==> src/rtl/uart_pkg.sv <==
// Shared UART definitions: receiver state encoding and the bit-period helper
// that the transmitter also uses.
package uart_pkg;

  typedef enum logic [2:0] {
    IDLE,
    START,
    DATA,
    STOP,
    BREAK
  } rx_state_t;

  function automatic int clks_per_bit(input int clk_freq, input int baud_rate);
    return clk_freq / baud_rate;
  endfunction

endpackage

==> src/rtl/uart_receiver_if.sv <==
// Byte-side port bundle of the UART receiver: valid/ready byte handshake plus
// the single-cycle framing and overrun status pulses.
interface uart_receiver_if #(
  parameter int DATA_WIDTH = 8
);

  logic [DATA_WIDTH-1:0] rx_data;
  logic                  rx_valid;
  logic                  rx_ready;
  logic                  frame_error;
  logic                  overrun;

  modport master (
    output rx_data,
    output rx_valid,
    output frame_error,
    output overrun,
    input  rx_ready
  );

  modport slave (
    input  rx_data,
    input  rx_valid,
    input  frame_error,
    input  overrun,
    output rx_ready
  );

endinterface

==> src/rtl/uart_rx_sync.sv <==
// Two-flop synchronizer for the asynchronous rx pin plus a previous-value
// register for falling-edge (start bit) detection.
module uart_rx_sync (
  input  logic clk,
  input  logic reset,
  input  logic rx_signal,
  output logic line_sync,
  output logic start_edge
);

  logic sync_meta;
  logic sync_line;
  logic sync_prev;

  // Idle line is high, so every stage comes out of reset at 1 to avoid a
  // false start edge on release.
  always_ff @(posedge clk or posedge reset) begin
    if (reset) begin
      sync_meta <= 1'b1;
      sync_line <= 1'b1;
      sync_prev <= 1'b1;
    end else begin
      sync_meta <= rx_signal;
      sync_line <= sync_meta;
      sync_prev <= sync_line;
    end
  end

  assign line_sync  = sync_line;
  assign start_edge = sync_prev & ~sync_line;

endmodule

==> src/rtl/uart_receiver.sv <==
// UART receive path (start, DATA_WIDTH bits LSB first, stop) with a single
// holding register on a valid/ready handshake. Build option: UART_RX_MAJORITY_EN.
//
// state | meaning
// IDLE  | waiting for a start edge
// START | counting to mid start bit, then confirming it is still low
// DATA  | sampling data bits once per bit period
// STOP  | sampling the stop bit; deliver or flag a framing error
// BREAK | line held low after a framing error; wait for it to go high
module uart_receiver
  import uart_pkg::*;
#(
  parameter int DATA_WIDTH = 8,
  parameter int BAUD_RATE  = 115_200,
  parameter int CLK_FREQ   = 50_000_000
) (
  input  logic            clk,
  input  logic            reset,
  input  logic            ena,
  input  logic            rx_signal,
  uart_receiver_if.master rx_bus
);

  localparam int CLKS_PER_BIT = clks_per_bit(CLK_FREQ, BAUD_RATE);
  localparam int HALF_BIT     = CLKS_PER_BIT / 2;
  localparam int CNT_W        = $clog2(CLKS_PER_BIT);
  localparam int IDX_W        = $clog2(DATA_WIDTH + 1);

  localparam logic [CNT_W-1:0] CNT_FULL = CNT_W'(CLKS_PER_BIT - 1);
  localparam logic [CNT_W-1:0] CNT_HALF = CNT_W'(HALF_BIT - 1);
  localparam logic [IDX_W-1:0] IDX_LAST = IDX_W'(DATA_WIDTH - 1);

  logic line_sync;
  logic start_edge;
  logic bit_sample;

  rx_state_t             state, state_next;
  logic [CNT_W-1:0]      cnt, cnt_next;
  logic [IDX_W-1:0]      bit_idx, idx_next;
  logic [DATA_WIDTH-1:0] shift_reg, shift_next;
  logic                  deliver;
  logic                  ferr_set;

  logic [DATA_WIDTH-1:0] data_q;
  logic                  valid_q;
  logic                  ferr_q;
  logic                  ovr_q;

  uart_rx_sync u_sync (
    .clk        (clk),
    .reset      (reset),
    .rx_signal  (rx_signal),
    .line_sync  (line_sync),
    .start_edge (start_edge)
  );

`ifdef UART_RX_MAJORITY_EN
  // hist_1/hist_2 hold the line at counter values 1 and 2 when the counter
  // reaches 0, so the vote spans the three cycles ending at the sample point.
  logic hist_1;
  logic hist_2;

  always_ff @(posedge clk or posedge reset) begin
    if (reset) begin
      hist_1 <= 1'b1;
      hist_2 <= 1'b1;
    end else begin
      hist_1 <= line_sync;
      hist_2 <= hist_1;
    end
  end

  assign bit_sample = (hist_2 & hist_1) | (hist_2 & line_sync) | (hist_1 & line_sync);
`else
  assign bit_sample = line_sync;
`endif

  always_ff @(posedge clk or posedge reset) begin
    if (reset) begin
      state     <= IDLE;
      cnt       <= '0;
      bit_idx   <= '0;
      shift_reg <= '0;
    end else begin
      state     <= state_next;
      cnt       <= cnt_next;
      bit_idx   <= idx_next;
      shift_reg <= shift_next;
    end
  end

  always_comb begin
    state_next = state;
    cnt_next   = cnt;
    idx_next   = bit_idx;
    shift_next = shift_reg;
    deliver    = 1'b0;
    ferr_set   = 1'b0;

    unique case (state)
      IDLE: begin
        if (start_edge) begin
          state_next = START;
          cnt_next   = CNT_HALF;
        end
      end

      START: begin
        if (cnt == '0) begin
          if (!bit_sample) begin
            state_next = DATA;
            cnt_next   = CNT_FULL;
            idx_next   = '0;
          end else begin
            state_next = IDLE;
          end
        end else begin
          cnt_next = cnt - CNT_W'(1);
        end
      end

      DATA: begin
        if (cnt == '0) begin
          shift_next = {bit_sample, shift_reg[DATA_WIDTH-1:1]};
          cnt_next   = CNT_FULL;
          if (bit_idx == IDX_LAST) begin
            state_next = STOP;
          end else begin
            idx_next = bit_idx + IDX_W'(1);
          end
        end else begin
          cnt_next = cnt - CNT_W'(1);
        end
      end

      // Leaving at mid stop bit leaves half a bit of slack for the next start.
      STOP: begin
        if (cnt == '0) begin
          if (bit_sample) begin
            deliver    = 1'b1;
            state_next = IDLE;
          end else begin
            ferr_set   = 1'b1;
            state_next = BREAK;
          end
        end else begin
          cnt_next = cnt - CNT_W'(1);
        end
      end

      BREAK: begin
        if (line_sync) begin
          state_next = IDLE;
        end
      end

      default: begin
        state_next = IDLE;
      end
    endcase

    if (!ena) begin
      state_next = IDLE;
      cnt_next   = '0;
      idx_next   = '0;
      deliver    = 1'b0;
      ferr_set   = 1'b0;
    end
  end

  // A delivery may land in the same cycle the consumer takes the old byte.
  always_ff @(posedge clk or posedge reset) begin
    if (reset) begin
      data_q  <= '0;
      valid_q <= 1'b0;
      ferr_q  <= 1'b0;
      ovr_q   <= 1'b0;
    end else begin
      ferr_q <= ferr_set;
      ovr_q  <= deliver & valid_q & ~rx_bus.rx_ready;
      if (deliver && (!valid_q || rx_bus.rx_ready)) begin
        data_q  <= shift_reg;
        valid_q <= 1'b1;
      end else if (valid_q && rx_bus.rx_ready) begin
        valid_q <= 1'b0;
      end
    end
  end

  assign rx_bus.rx_data     = data_q;
  assign rx_bus.rx_valid    = valid_q;
  assign rx_bus.frame_error = ferr_q;
  assign rx_bus.overrun     = ovr_q;

endmodule

==> src/flat_wrapper.sv <==
// flat-port wrapper written by rule: the top's interface ports become plain ports
module uart_receiver_flat import uart_pkg::*;
#(
  parameter int DATA_WIDTH = 8,
  parameter int BAUD_RATE  = 115_200,
  parameter int CLK_FREQ   = 50_000_000
)
  (clk, reset, ena, rx_signal, rx_bus_rx_data, rx_bus_rx_valid, rx_bus_frame_error, rx_bus_overrun, rx_bus_rx_ready);
  uart_receiver_if #(.DATA_WIDTH(DATA_WIDTH)) rx_bus_i ();
  input  logic clk;
  input  logic reset;
  input  logic ena;
  input  logic rx_signal;
  output wire logic [$bits(rx_bus_i.rx_data)-1:0] rx_bus_rx_data;
  output wire logic [$bits(rx_bus_i.rx_valid)-1:0] rx_bus_rx_valid;
  output wire logic [$bits(rx_bus_i.frame_error)-1:0] rx_bus_frame_error;
  output wire logic [$bits(rx_bus_i.overrun)-1:0] rx_bus_overrun;
  input wire logic [$bits(rx_bus_i.rx_ready)-1:0] rx_bus_rx_ready;
  assign rx_bus_rx_data = rx_bus_i.rx_data;
  assign rx_bus_rx_valid = rx_bus_i.rx_valid;
  assign rx_bus_frame_error = rx_bus_i.frame_error;
  assign rx_bus_overrun = rx_bus_i.overrun;
  assign rx_bus_i.rx_ready = rx_bus_rx_ready;
  uart_receiver #(.DATA_WIDTH(DATA_WIDTH), .BAUD_RATE(BAUD_RATE), .CLK_FREQ(CLK_FREQ)) u_core (.clk(clk), .reset(reset), .ena(ena), .rx_signal(rx_signal), .rx_bus(rx_bus_i));
endmodule
==> config.mk <==
export PLATFORM = sky130hd
export DESIGN_NAME = uart_receiver_flat
export DESIGN_NICKNAME = d
export VERILOG_FILES = /design/src/rtl/uart_pkg.sv /design/src/rtl/uart_receiver_if.sv /design/src/rtl/uart_rx_sync.sv /design/src/rtl/uart_receiver.sv /design/src/flat_wrapper.sv
export SDC_FILE = /design/constraint.sdc
export NUM_CORES = 1
export LEC_CHECK = 0
export ABC_AREA = 1
export CORE_UTILIZATION = 62
export CTS_BUF_LIST = sky130_fd_sc_hd__clkbuf_16
export DETAILED_ROUTE_END_ITERATION = 8
export PLACE_DENSITY = 0.84
export SYNTH_ARGS = -nofsm -noshare
export SYNTH_HDL_FRONTEND = slang
export SYNTH_SLANG_ARGS = --single-unit
==> constraint.sdc <==
create_clock -name clk -period 4 [get_ports clk]
set_input_delay 0.4 -clock clk [delete_from_list [all_inputs] [get_ports clk]]
set_output_delay 0.4 -clock clk [all_outputs]
set_load 0.05 [all_outputs]
==> flow_summary.ini, run 1 <==
[timing]
clock_skew_ns = 0.00512
maxSlewViolCount = 0
max_freq_mhz = 514
worst_pin_slew_ns = 0.500
timing.setup.tns_ns = 0
hold_viol = 0
slew_headroom_pct = 66.5
rsz0062_at_grt = false
fin_crit_sh_pct = 48.7
fin_crit_ns = 1.95
setup_viol_count_final = 0

[clock_network]
clock_path_buffers = 2
cts_post_setup_buffers_inserted = 0
cts.sinks = 38
cts_buffers = 5
cts-hold-fix-buffers = 0
root_buffer = clkbuf_16
clock_latency_ns = 0.28
ctsResizeCount = 0
clk_pin_slew_ns = 0.06
cts_tree = built
htree_levels = 2

[synth]
yosys_warnings = 0
netlist_area_um2 = 2000
synth_top_area_cell = dfrtp_1
avgSynthCellArea_um2 = 8.04
synth_most_common_cell = nand2_1
ys.flop_type = dfrtp_1
ys_async_sr_fraction_pct = 100
syn-instance-count = 249
synth_edf_count = 0
synth_seq_cells = 38
synth_fp_nets = 256
synth_top_area_share_pct = 43.8
synth_commonest_cells = nand2_1 (83), dfrtp_1 (35), inv_1 (26), nand3_1 (26), nor2_1 (18)
synthTopCellsByArea = dfrtp_1 (44%), nand2_1 (16%), nand3_1 (6.5%)
yosysSeqAreaShare_pct = 47.7
ys_types = 32

[floorplan]
dieHeight_um = 58.8
start_util_pct = 65.6
core_um2 = 3050
dieWidth_um = 58.8
rows = 20
io_pins = 16
die_area_um2 = 3460

[min_path]
min_path_type = flip-flop to flip-flop
holdPathStages = 0
worst_hold_path.endpoint = u_core.u_sync.line_sync$_DFF_PP1_
hold_start = u_core.u_sync.sync_meta$_DFF_PP1_

[pwr]
switching_share_pct = 41.7
p_total_mw = 1.55
p_int_mw = 0.903
ir_drop_mv = 0.400
combPwrFrac_pct = 41.6
powerDensity_nw_per_um2 = 664
p_clk_share_pct = 23.8
power_frac_seq_pct = 34.7
p_sw_mw = 0.647
p_leak_nw = 1.17

[drt]
ant_nets = 0
drc = 0
drt_wl_total_um = 3920
drt-pass1-iter-count = 4
wire_per_inst_um = 12.5
drt_iter0_drc = 73
dr_total_vias = 1656
vias_per_cell = 5.27

[critical_path]
path_class = primary input to flip-flop
cp.arrival_ns = 2.11
start_kind = primary input
cp-end-kind = flip-flop
worst_ep_required_time_ns = 4.16
r2r_end = u_core.shift_reg[6]$_DFFE_PP0P_
critPathMaxFanout = 11
r2r_cells = 6
r2r_slack_ns = 2.06
timing.rr.start = u_core.cnt[0]$_DFFE_PP0P_

[grt]
grt_pass1_vias = 1518
overflow = 0
track_usage_pct = 25.7
grt_max_degree = 39
grt_pass1_wl_um = 6560
grt_antenna_before_repair = 0

[finish]
largest_reg_flops = 9
syn2layout_area_growth_pct = 16.7
nNetsFinal = 276
antennaDiodeCount = 0
drive_above_1_share_pct = 12.2
fill_cells = 229

[placed_design]
hpwlAfterDp_um = 2800
io_buffers = 15
gp_congestion = 0.976

[run_status]
status = complete, no violations

[flow_run]
drv_cap = 0
[power by group through the flow]
stage                     logic, mW  clock network [mW]  registers, mW
final                         0.644               0.368          0.538
after global routing          0.729               0.393          0.549
after CTS                     0.640               0.380          0.537
after detailed placement      0.636                   0          0.543
after global placement        0.623                   0          0.540
after floorplan               0.517                   0          0.527
[through the flow]
| step | cell area (um2) | cells | setup WS [ns] | hold WS, ns | utilization (%) |
|---|---|---|---|---|---|
| 3_3_place_gp | 2190 | 306 | 1.83 | 0.350 | 71.9 |
| 5_1_grt | 2340 | 314 | 1.88 | 0.359 | 76.5 |
| 4_1_cts | 2340 | 314 | 2.06 | 0.358 | 76.5 |
| 6_report | 2340 | 314 | 2.05 | 0.358 | 76.5 |
| 3_5_place_dp | 2190 | 306 | 1.77 | 0.348 | 71.9 |
| 2_1_floorplan | 2000 | 249 | 2.38 | 0.345 | - |
[how the worst max path moves through the flow]
stage	depth (start not counted)	slack (ns)	endpoint	startpoint
finish	11	2.05	u_core.cnt[0]$_DFFE_PP0P_	ena
global route	11	1.88	u_core.cnt[0]$_DFFE_PP0P_	ena
CTS	11	2.06	u_core.cnt[0]$_DFFE_PP0P_	ena
detailed placement	11	1.77	u_core.cnt[0]$_DFFE_PP0P_	ena
global placement	11	1.83	u_core.cnt[6]$_DFFE_PP0P_	ena
floorplan	10	2.38	u_core.rx_bus.rx_data[1]$_DFFE_PP0P_	u_core.cnt[0]$_DFFE_PP0P_
[cell usage in the layout (no fill, tap or decap), types with 3 or more instances in the layout]
cell             synthesis  routed
nor2_2                   3       3
nor2_1                  18      18
nand4_1                  7       7
nand2_1                 83      83
o21ai_2                  5       5
clkbuf_16                0       5
dfrtp_1                 35      35
inv_1                   26      26
o21ai_0                 14      14
dfstp_2                  3       3
clkdlybuf4s50_1          0      15
nand3_1                 26      26
[metal layers]
metal  global-route usage, %  wire length (um)  vias up
met3                    7.03               216        7
met2                    39.1              1870       55
met4                    11.6                74        0
met1                    34.4              1760      753
li1                        -                 -      841
met5                       0                 0        -
[critical path, cell delays in order]
cell             delay [ns]
clkdlybuf4s50_1        0.61
inv_2                  0.24
nor2_1                 0.10
nand3_1                0.10
nand2_1                0.05
inv_1                  0.04
nand2_1                0.08
nor2_4                 0.26
inv_4                  0.09
nand2_1                0.07
nand2_1                0.05
[layout make-up]
cell class | count | area [um2] | share of cell area, %
repair buffers | 16 | 158 | 6.75
clock buffers | 5 | 125 | 5.36
clock inverters | 3 | 16.3 | 0.696
well taps | 44 | 55.1 | 2.36
inverters | 29 | 111 | 4.77
multi-input cells | 179 | 916 | 39.2
flip-flops and latches | 38 | 955 | 40.9
[cells by family after synthesis]
kind of cell	Yosys count	share of synthesized area [%]
AO/OA/AOI/OAI	23	7.50
XOR/XNOR	2	0.875
adder cells (fa/ha/maj)	2	1.25
buffers and inverters	32	6.56
flip-flops	38	47.7
multiplexers	1	0.562
AND/OR/NAND/NOR	151	35.6
Note: power is estimated with default switching activity, not from simulation.
==> run 2, diff against run 1 <==
- CORE_UTILIZATION: 62 -> 52
- PLACE_DENSITY: 0.84 -> 0.75
- clock period: 4 -> 1.6 ns (I/O delays scaled with it)
==> flow_summary.ini, run 2 (same netlist as run 1, synthesis figures left out) <==
[finish]
nNetsFinal = 305
final_util_pct = 73.0
seq_area_um2 = 955
syn2layout_area_growth_pct = 34.6
fill_cells = 276
layout_common_cells = nand2_1 (79), buf_4 (36), dfrtp_1 (35), inv_1 (22), nand3_1 (21)
layout_commonest_cell = nand2_1
largest_reg_flops = 9
drive_above_1_share_pct = 29.1
antennaDiodeCount = 0
multi_input_area_um2 = 1020

[timing]
maxSlewViolCount = 0
max_freq_mhz = 627
clock_skew_ns = 0.00552
fin_crit_ns = 1.59
fin_ws_ns = 0.00625
worst_pin_slew_ns = 0.485
slew_headroom_pct = 67.6
timing.setup.tns_ns = 0
hold_viol = 0
rsz0062_at_grt = true
setup_viol_count_final = 0
fin_crit_sh_pct = 99.6

[grt]
grt_pass1_wl_um = 7340
grt_pass1_vias = 1628
grt_max_degree = 39
overflow = 0
track_usage_pct = 23.6
grt_antenna_before_repair = 0

[flow_run]
drv_cap = 0

[critical_path]
critPathMaxStageDelay_ns = 0.40
path_class = flip-flop to flip-flop
critPathMaxFanout = 5
cp_cell_sequence = inv_2 > ha_4 > nand2_4 > nor2_8 > nand2_4 > o21bai_4 > nand3_4 > nand2_1 > nand2_1
worst_ep_required_time_ns = 1.77
cp-end-kind = flip-flop
crit_slowest_cell = dfrtp_1
worst-path-buf-inv = 1
cp.arrival_ns = 1.77
start_kind = flip-flop
path_delay_family = simple AND/OR/NAND/NOR gates

[pwr]
p_sw_mw = 1.88
powerDensity_nw_per_um2 = 1800
p_leak_nw = 1.36
switching_share_pct = 38.9
p_total_mw = 4.84
ir_drop_mv = 0.984
power_frac_seq_pct = 27.0
combPwrFrac_pct = 46.2
p_int_mw = 2.95
p_clk_share_pct = 26.8

[drt]
drt_wl_total_um = 4830
dr_total_vias = 1866
drc = 0
ant_nets = 0
vias_per_cell = 5.38
wire_per_inst_um = 13.9
drt_iter0_drc = 155
drt-pass1-iter-count = 4

[run_status]
status = complete, no violations

[floorplan]
dieHeight_um = 64.0
start_util_pct = 54.3
dieWidth_um = 64.0
die_area_um2 = 4100
io_pins = 16
rows = 22
core_um2 = 3690

[placed_design]
io_buffers = 15
hpwlAfterDp_um = 2920
place_ws_ns = -0.0653
gp_congestion = 0.841

[clock_network]
clk_pin_slew_ns = 0.06
cts.sinks = 38
cts_buffers = 5
htree_levels = 2
root_buffer = clkbuf_16
cts_tree = built
clock_latency_ns = 0.28
clock_path_buffers = 2

[min_path]
min_path_type = primary input to asynchronous set/reset pin
## run 2: path summary, 6_finish.rpt
path,slack [ns],start,endpoint,cells past startpoint
worst max-delay path,0.006,u_core.cnt[1]$_DFFE_PP0P_,u_core.bit_idx[0]$_DFFE_PP0P_,9
worst min-delay path,0.23,reset,u_core.rx_bus.rx_data[0]$_DFFE_PP0P_,3
worst max register to register,0.006,u_core.cnt[1]$_DFFE_PP0P_,u_core.bit_idx[0]$_DFFE_PP0P_,9
worst min register to register,0.36,u_core.u_sync.sync_meta$_DFF_PP1_,u_core.u_sync.line_sync$_DFF_PP1_,0
max in group asynchronous,1.11,reset,u_core.u_sync.sync_prev$_DFF_PP1_,3
min in group clk,0.28,rx_signal,u_core.u_sync.sync_meta$_DFF_PP1_,1
## run 2: routing by layer
metal	vias to the layer above	share of wire, %	routed length [um]	track usage (%)
met1	893	43	2070	30.9
met3	10	4.6	222	5.18
met5	-	0	0	0
li1	907	-	-	-
met4	0	2.4	117	10.8
met2	56	50	2420	37.1
## run 2: through the flow
step,instance area (um2),hold slack [ns],instances
floorplan,2000,0.164,249
global placement,2340,0.346,330
detailed placement,2340,0.347,330
CTS,2530,0.242,338
global route,2690,0.279,347
finish,2690,0.227,347
## run 2: final cells by class
class / count / area share, %
tap: 48 / 2.23
multi-input combinational: 181 / 37.9
timing repair buffer: 43 / 13.1
sequential: 38 / 35.4
inverter: 29 / 4.23
clock inverter: 3 / 2.55
clock buffer: 5 / 4.64
## run 2: worst register-to-register path, delay by kind of cell, from the launching register on
kind	cells	cell delay (ns)
AO/OA/AOI/OAI	1	0.25
buffers and inverters	1	0.09
AND/OR/NAND/NOR	6	0.59
flip-flops	1	0.40
adder cells (fa/ha/maj)	1	0.15
## run 2: power groups by stage
stage               clock [mW]  sequential (mW)  combinational (mW)
floorplan                    0             1.32                1.30
global placement             0             1.30                1.84
detailed placement           0             1.30                1.87
CTS                       1.30             1.29                1.90
global route              1.35             1.33                2.46
finish                    1.30             1.31                2.23
## run 2: repair_timing
action,CTS,global route
hold buffers,0,0
pin swaps,1,11
gates resized for setup,1,21
setup buffers,0,7
endpoints found under the setup margin,3,30
gates cloned,0,2
